--- src/rtl/spi_master_arbiter_pkg.sv ---
// spi_master_arbiter_pkg: shared defaults and FSM state encodings for the SPI master arbiter
package spi_master_arbiter_pkg;
  localparam int c_SPI_SIZE_DEF = 8;
  localparam logic [2:0] S_IDLE    = 3'd0;
  localparam logic [2:0] S_SETUP   = 3'd1;
  localparam logic [2:0] S_SEND    = 3'd2;
  localparam logic [2:0] S_WAIT_RX = 3'd3;
  localparam logic [2:0] S_GAP     = 3'd4;
endpackage

--- src/rtl/spi_master_arbiter_rr_arbiter.sv ---
// rr_arbiter: combinational rotate-priority pick, searching from ptr+1 with wrap
module rr_arbiter #(
  parameter int c_NUM_REQ = 4,
  parameter int c_IDX_W   = $clog2(c_NUM_REQ)
) (
  input  logic [c_NUM_REQ-1:0] req,
  input  logic [c_IDX_W-1:0]   ptr,
  output logic [c_NUM_REQ-1:0] grant,
  output logic [c_IDX_W-1:0]   idx
);
  // Walk from the farthest candidate to the nearest so the nearest set bit wins.
  always_comb begin
    idx = '0;
    grant = '0;
    for (int i = c_NUM_REQ; i >= 1; i--)
      if (req[(int'(ptr) + i) % c_NUM_REQ]) idx = c_IDX_W'((int'(ptr) + i) % c_NUM_REQ);
    grant[idx] = |req;
  end
endmodule

--- src/rtl/spi_master_arbiter.sv ---
// spi_master_arbiter: per-transaction round-robin sharing of one SPI byte engine among chip-select owners
module spi_master_arbiter import spi_master_arbiter_pkg::*; #(
  parameter int c_NUM_REQ        = 4,
  parameter int c_SPI_SIZE       = c_SPI_SIZE_DEF,
  parameter int c_CS_IDLE_CYCLES = 4
) (
  input  logic                            i_clock,
  input  logic                            i_rst,
  input  logic [c_NUM_REQ-1:0]            i_req,
  input  logic [c_NUM_REQ-1:0]            i_req_last,
  input  logic [c_NUM_REQ*c_SPI_SIZE-1:0] i_req_tx_data,
  output logic [c_NUM_REQ-1:0]            o_req_ack,
  output logic [c_NUM_REQ-1:0]            o_req_rx_dv,
  output logic [c_SPI_SIZE-1:0]           o_req_rx_data,
  output logic [c_NUM_REQ-1:0]            o_grant,
  output logic [c_NUM_REQ-1:0]            o_spi_cs_n,
  output logic [c_SPI_SIZE-1:0]           o_m_tx_data,
  output logic                            o_m_tx_dv,
  input  logic                            i_m_tx_ready,
  input  logic                            i_m_rx_dv,
  input  logic [c_SPI_SIZE-1:0]           i_m_rx_data
);
  localparam int c_IDX_W = $clog2(c_NUM_REQ);
  localparam int c_GAP_W = $clog2(c_CS_IDLE_CYCLES + 1);
  logic [2:0]           state;
  logic [c_IDX_W-1:0]   ptr, pick_idx;
  logic [c_NUM_REQ-1:0] pick_grant;
  logic [c_GAP_W-1:0]   gap;
  logic                 last_q;
  rr_arbiter #(.c_NUM_REQ(c_NUM_REQ), .c_IDX_W(c_IDX_W)) u_rr (
    .req(i_req), .ptr(ptr), .grant(pick_grant), .idx(pick_idx)
  );
  // ptr doubles as the current owner's index while granted.
  always_ff @(posedge i_clock) begin
    if (i_rst) begin
      state <= S_IDLE;
      ptr <= c_IDX_W'(c_NUM_REQ - 1);
      gap <= '0;
      last_q <= 1'b0;
      o_grant <= '0;
      o_spi_cs_n <= '1;
      o_m_tx_data <= '0;
      o_m_tx_dv <= 1'b0;
      o_req_ack <= '0;
      o_req_rx_dv <= '0;
      o_req_rx_data <= '0;
    end else begin
      o_m_tx_dv <= 1'b0;
      o_req_ack <= '0;
      o_req_rx_dv <= '0;
      case (state)
        S_IDLE: if (|i_req) begin
          o_grant <= pick_grant;
          o_spi_cs_n <= ~pick_grant;
          ptr <= pick_idx;
          state <= S_SETUP;
        end
        S_SETUP: state <= S_SEND;
        S_SEND: if (i_req[ptr] && i_m_tx_ready) begin
          o_m_tx_dv <= 1'b1;
          o_req_ack <= o_grant;
          o_m_tx_data <= i_req_tx_data[ptr*c_SPI_SIZE +: c_SPI_SIZE];
          last_q <= i_req_last[ptr];
          state <= S_WAIT_RX;
        end
        S_WAIT_RX: if (i_m_rx_dv) begin
          o_req_rx_dv <= o_grant;
          o_req_rx_data <= i_m_rx_data;
          state <= last_q ? S_GAP : S_SEND;
          gap <= '0;
          if (last_q) begin
            o_grant <= '0;
            o_spi_cs_n <= '1;
          end
        end
        S_GAP: begin
          gap <= gap + 1'b1;
          if (gap == c_GAP_W'(c_CS_IDLE_CYCLES - 1)) state <= S_IDLE;
        end
        default: state <= S_IDLE;
      endcase
    end
  end
endmodule
--- config.mk ---
export PLATFORM = sky130hd
export DESIGN_NAME = spi_master_arbiter
export DESIGN_NICKNAME = d
export VERILOG_FILES = /design/src/rtl/spi_master_arbiter_pkg.sv /design/src/rtl/spi_master_arbiter_rr_arbiter.sv /design/src/rtl/spi_master_arbiter.sv
export SDC_FILE = /design/constraint.sdc
export NUM_CORES = 1
export LEC_CHECK = 0
export CORE_MARGIN = 3
export CORE_UTILIZATION = 40
export CTS_CLUSTER_DIAMETER = 50
export DETAILED_ROUTE_END_ITERATION = 8
export GPL_ROUTABILITY_DRIVEN = 0
export PLACE_DENSITY = 0.73
export REMOVE_ABC_BUFFERS = 1
export SYNTH_ARGS = -nofsm -noshare
export SYNTH_HDL_FRONTEND = slang
export SYNTH_HIERARCHICAL = 1
export SYNTH_SLANG_ARGS = --single-unit
--- constraint.sdc ---
create_clock -name i_clock -period 2.24 [get_ports i_clock]
set_clock_uncertainty 0.05 [all_clocks]
set_input_delay 0.336 -clock i_clock [delete_from_list [all_inputs] [get_ports i_clock]]
set_output_delay 0.336 -clock i_clock [all_outputs]
set_load 0.03 [all_outputs]
Word level (Yosys, flattened, before mapping)
Index checks and enable logic that the tools add are counted.
Operators by class
  equal/unequal tests: 10
  bitwise logic cells: 10
  add/subtract/negate cells: 5
  magnitude comparators: 7
  reduce and logical (&&, ||, !) cells: 19
  muxes and demuxes: 39
  shift-type cells: 1
Operator list (count)
  32-bit by 6-bit variable part select with 8-bit output: 1
  4-bit two-way mux: 6
  3-bit two-way mux: 6
  3-bit by 4-bit less-than comparator with 1-bit output (second input constant): 4
  4-bit case mux with 2 select lines: 2
  3-bit case mux with 5 select lines: 1
  1-bit binary-select mux with 2-bit select: 6
  1-bit two-way mux: 12
  2-bit inequality test (second input constant): 5
  2-bit OR reduction: 5
  3-bit by 2-bit equality test with 1-bit output (second input constant): 3
  2-bit two-way mux: 4
  2-bit AND reduction: 4
  4-bit AND reduction: 2
  2-bit by 3-bit less-than comparator with 1-bit output (second input constant): 2
  3-bit case mux with 2 select lines: 1
  3-bit OR reduction: 2
  2-bit by 1-bit adder with 2-bit output (second input constant): 2
  2-bit adder (second input constant): 2
  1-bit bitwise AND (first input constant): 4
  4-bit bitwise AND: 1
  1-bit inverter: 4
  4-bit inverter: 1
  2-bit nonzero test: 2
  8 further kinds: 9
Word-level totals
  output and inout port bits: 33
  logic and storage cells: 102
  register bits: 42

Longest topological paths before layout
  depth in word-level cells: 18
  mapped depth: 7
  depth with buffers taken out: 6

Hierarchy
The synthesis kept the hierarchy.
By module, submodules not included
  spi_master_arbiter: cells an instance 182, instances 1, area each 1800.5 µm², seq. area each 840.8 µm²
  rr_arbiter: cells an instance 30, instances 1, area each 206.4 µm², seq. area each 0.0 µm²

Worst setup path after synthesis
No wires, ideal clock.
  path kind: reg2reg
  start: register gap[0]
  end: register state[2]
  cell stages (with the launch flop): 7
  slack: 613 ps
  arrival time: 1445 ps
  library setup time: 132 ps
  period minus slack after synthesis: 1627 ps
  buffers on the path: 0
  required time: 2058 ps
  cell sequence: dfxtp_1 -> ha_1 -> ha_1 -> or4b_1 -> o211ai_1 -> nand3b_1 -> a21oi_1
Between the ends
  word-level cells in the longest chain between the ends: 3
Ends and longest elaborated chain
  start, declared: line spi_master_arbiter.sv:28  | logic [c_GAP_W-1:0] gap;
  start signal, assigned: line spi_master_arbiter.sv:77  | gap <= gap + 1'b1;
  3-bit by 2-bit equality test with 1-bit output: line spi_master_arbiter.sv:78  | if (gap == c_GAP_W'(c_CS_IDLE_CYCLES - 1)) state <= S_IDLE;
  2-bit inequality test (no line)
  4-bit AND reduction (no line)
  end signal, assigned: line spi_master_arbiter.sv:69  | state <= last_q ? S_GAP : S_SEND;
  end, declared: line spi_master_arbiter.sv:25  | logic [2:0] state;
No other way between the ends.
A chain may end at the register's enable or synchronous reset.

Worst setup path after layout
  start: register ptr[0]
  end: register state[0]
Between the ends
  word-level cells in the longest chain between the ends: 5
Ends and longest elaborated chain
  start, declared: line spi_master_arbiter.sv:26  | logic [c_IDX_W-1:0] ptr, pick_idx;
  start signal, assigned: line spi_master_arbiter.sv:37  | ptr <= c_IDX_W'(c_NUM_REQ - 1);
  start signal, assigned: line spi_master_arbiter.sv:55  | ptr <= pick_idx;
  1-bit binary-select mux with 2-bit select: line spi_master_arbiter.sv:59  | S_SEND: if (i_req[ptr] && i_m_tx_ready) begin
  1-bit two-way mux (implied by the code): line spi_master_arbiter.sv:59
  1-bit logical AND: line spi_master_arbiter.sv:59
  2-bit inequality test (no line)
  4-bit AND reduction (no line)
No other way between the ends. The select of a mux whose other input is x is not followed.

==> impl_metrics.yaml <==
timing:
  min_period_ps: 1830
  fin_crit_sh: 0.818
  maxSlewHeadroom: 0.671
  hold-worst-slack_ps: 403
  clock.fmax_mhz: 546
  final-max-slew-violation-count: 0
  tns_ps: 0
  setup_viol: 0
  rsz0062_at_grt: "false"
  tightest_slew_ps: 493
  hold_violations: 0
synthesis:
  synth.largest_area_cell: "dfxtp_1"
  synth_edf_count: 0
  yosysMostFrequentCell: "dfxtp_1"
  yosysSeqAreaShare: 0.419
  synth_xor_area_frac: 0
  synth-seq-cells: 42
  syn_inst: 212
  synthAdderAreaFrac: 0.0125
  synth_cell_types: 47
  synthMuxAreaShare: 0.116
  yosys.area_share.simple: 0.209
  synth-async-reset-ratio: 0
  synth_commonest_cells: "dfxtp_1, a21oi_1, nand2_1"
  synth_top_family_by_area: "simple AND/OR/NAND/NOR gates"
  syn_avg_cell_area_um2: 9.47
  synth_top_cell_area_share: 0.419
  yosys-top-cells-area: "dfxtp_1, mux4_2, a21oi_1"
  synthFlopType: "dfxtp_1"
  yosysWarnings: 6
  synth-compound-area-share: 0.202
  syn_area_mm2: 0.00201
clock_tree:
  cts-root-buf: "clkbuf_8"
  cts_resized: 0
  clock_sinks: 42
  insertion_delay_ps: 280
  path_clk_slew_ps: 70
  cts_tree: "done"
  hold_buffers: 0
  cts_setup_buffers: 0
  clock_path_buffers: 2
  numCtsBuffers: 5
  cts_max_level: 2
detailed_routing:
  drc_errors: 0
  dr.pass1.iters: 4
  drt-initial-drc-count: 91
  postRouteAntennaNets: 0
  dr_total_vias: 1886
  wl_per_cell_um: 13.7
  viasPerCell: 5.10
  wirelength_um: 5080
floorplan:
  core_mm2: 0.00479
  die_h_um: 76.8
  die_w_um: 76.8
  io_pins: 85
  row_count: 25
  die_area_mm2: 0.00590
  start_util: 0.419
worst_setup_path:
  r2r_slack_ps: 410
  critical_path.max_fanout: 10
  reg2reg_from: "ptr[0]"
  cp-start-kind: "flip-flop"
  cp.arrival_ps: 2000
  cp_data_required_time_ps: 2410
  worstReg2RegEnd: "state[0]"
  crit_type: "flip-flop to flip-flop"
  crit_path_start: "ptr[0]"
  reg2reg_depth: 4
  worstSetupEndpoint: "state[0]"
  critPathCaptureType: "flip-flop"
run:
  cap_viol_max_count: 0
power:
  power.leakage_nw: 1.13
  power_density_mw_per_mm2: 616
  peakVddDrop_mv: 0.294
cells_and_area:
  area_delta_synth_final_pct: 52.7
  antenna_cells: 0
  final_cell_area_mm2: 0.00306
  nNetsFinal: 356
  layout-drive-gt1-share: 0.129
global_route:
  grt_start_max_net_pins: 22
  top_usage_layer: "met2"
  grt_pass1_vias: 1864
  grt_usage: 0.181
  use_met1: 0.215
  grt_pass1_wl_um: 8760
  met3_usage: 0.0387
  grtUsageMet2: 0.325
  grt_remaining_overflow: 0
  antenna_found_initial: 0
worst_hold_path:
  min_path_type: "flip-flop to flip-flop"
placement:
  dp_hpwl_um: 3980
  placed_area_mm2: 0.00297
  numPortBuffers: 84
run_status:
  status: "complete, no violations"
-- critical path, stage by stage (launching register included) --
cell	delay (ps)
dfxtp_1	630
mux2i_1	200
o22a_2	330
a2111o_1	420
a21oi_1	130
-- registers in the layout (all words and copies together), names as in the netlist, 2 cells and up --
signal         count
state              3
o_req_ack          4
o_req_rx_dv        4
o_grant            4
ptr                2
gap                3
o_req_rx_data      8
o_spi_cs_n         4
o_m_tx_data        8
-- per-layer routing --
layer / vias to the layer above / part of all wire
li1: 957 / -
met1: 883 / 0.43
met2: 42 / 0.52
met3: 4 / 0.037
met4: 0 / 0.0092
met5: - / 0
-- where the power goes --
group          switching, mW  internal, mW  leakage (nW)
registers             0.0520         0.785         0.341
clock network          0.239         0.247        0.0472
logic                  0.252         0.314         0.747
-- cells by family (layout without fill, tap and decap cells) --
kind of cell | after synthesis | in the layout
AOI/OAI and AO/OA | 60 | 60
adders and majority gates | 2 | 2
buffers and inverters | 18 | 109
DFF | 42 | 42
muxes | 12 | 12
and+or+nand+nor | 78 | 78
-- through the flow --
| step | total power [mW] | setup WS (ps) | util | instances |
|---|---|---|---|---|
| after floorplan | 1.16 | 241 | - | 199 |
| after global placement | 1.42 | 175 | 0.620 | 362 |
| after detailed placement | 1.42 | 130 | 0.620 | 362 |
| after CTS | 1.91 | 405 | 0.640 | 370 |
| after global routing | 1.98 | 292 | 0.640 | 370 |
| final | 1.89 | 408 | 0.640 | 370 |
-- cells in the final DEF (no fill, tap or decap), types with 5 or more instances in the layout --
cell type        instances
clkdlybuf4s50_1         84
dfxtp_1                 42
a21oi_1                 25
nand2_1                 23
nand3_1                 13
nor2_1                  11
buf_4                   11
mux4_2                   9
o21ai_0                  9
clkbuf_8                 6
inv_1                    5
nand2b_1                 5
and2_1                   5
a22o_1                   5
-- final cells by class --
cell class,count,area (um^2)
Sequential cell,42,841
Clock inverter,2,12.5
Multi-Input combinational cell,152,1080
Clock buffer,6,82.6
Timing Repair Buffer,96,943
Inverter,5,18.8
Tap cell,67,83.8
Fill cell,409,1720
-- how the worst min path moves through the flow --
stage                      from          endpoint  slack [ps]  cells past startpoint
2_1_floorplan             i_rst            gap[0]         360                      1
3_3_place_gp   o_req_rx_data[1]  o_req_rx_data[1]         390                      2
3_5_place_dp   o_req_rx_data[3]  o_req_rx_data[3]         400                      2
4_1_cts        o_req_rx_data[3]  o_req_rx_data[3]         410                      2
5_1_grt        o_req_rx_data[6]  o_req_rx_data[6]         420                      2
6_report       o_req_rx_data[1]  o_req_rx_data[1]         400                      2
Power figures use the tool's default switching activity.
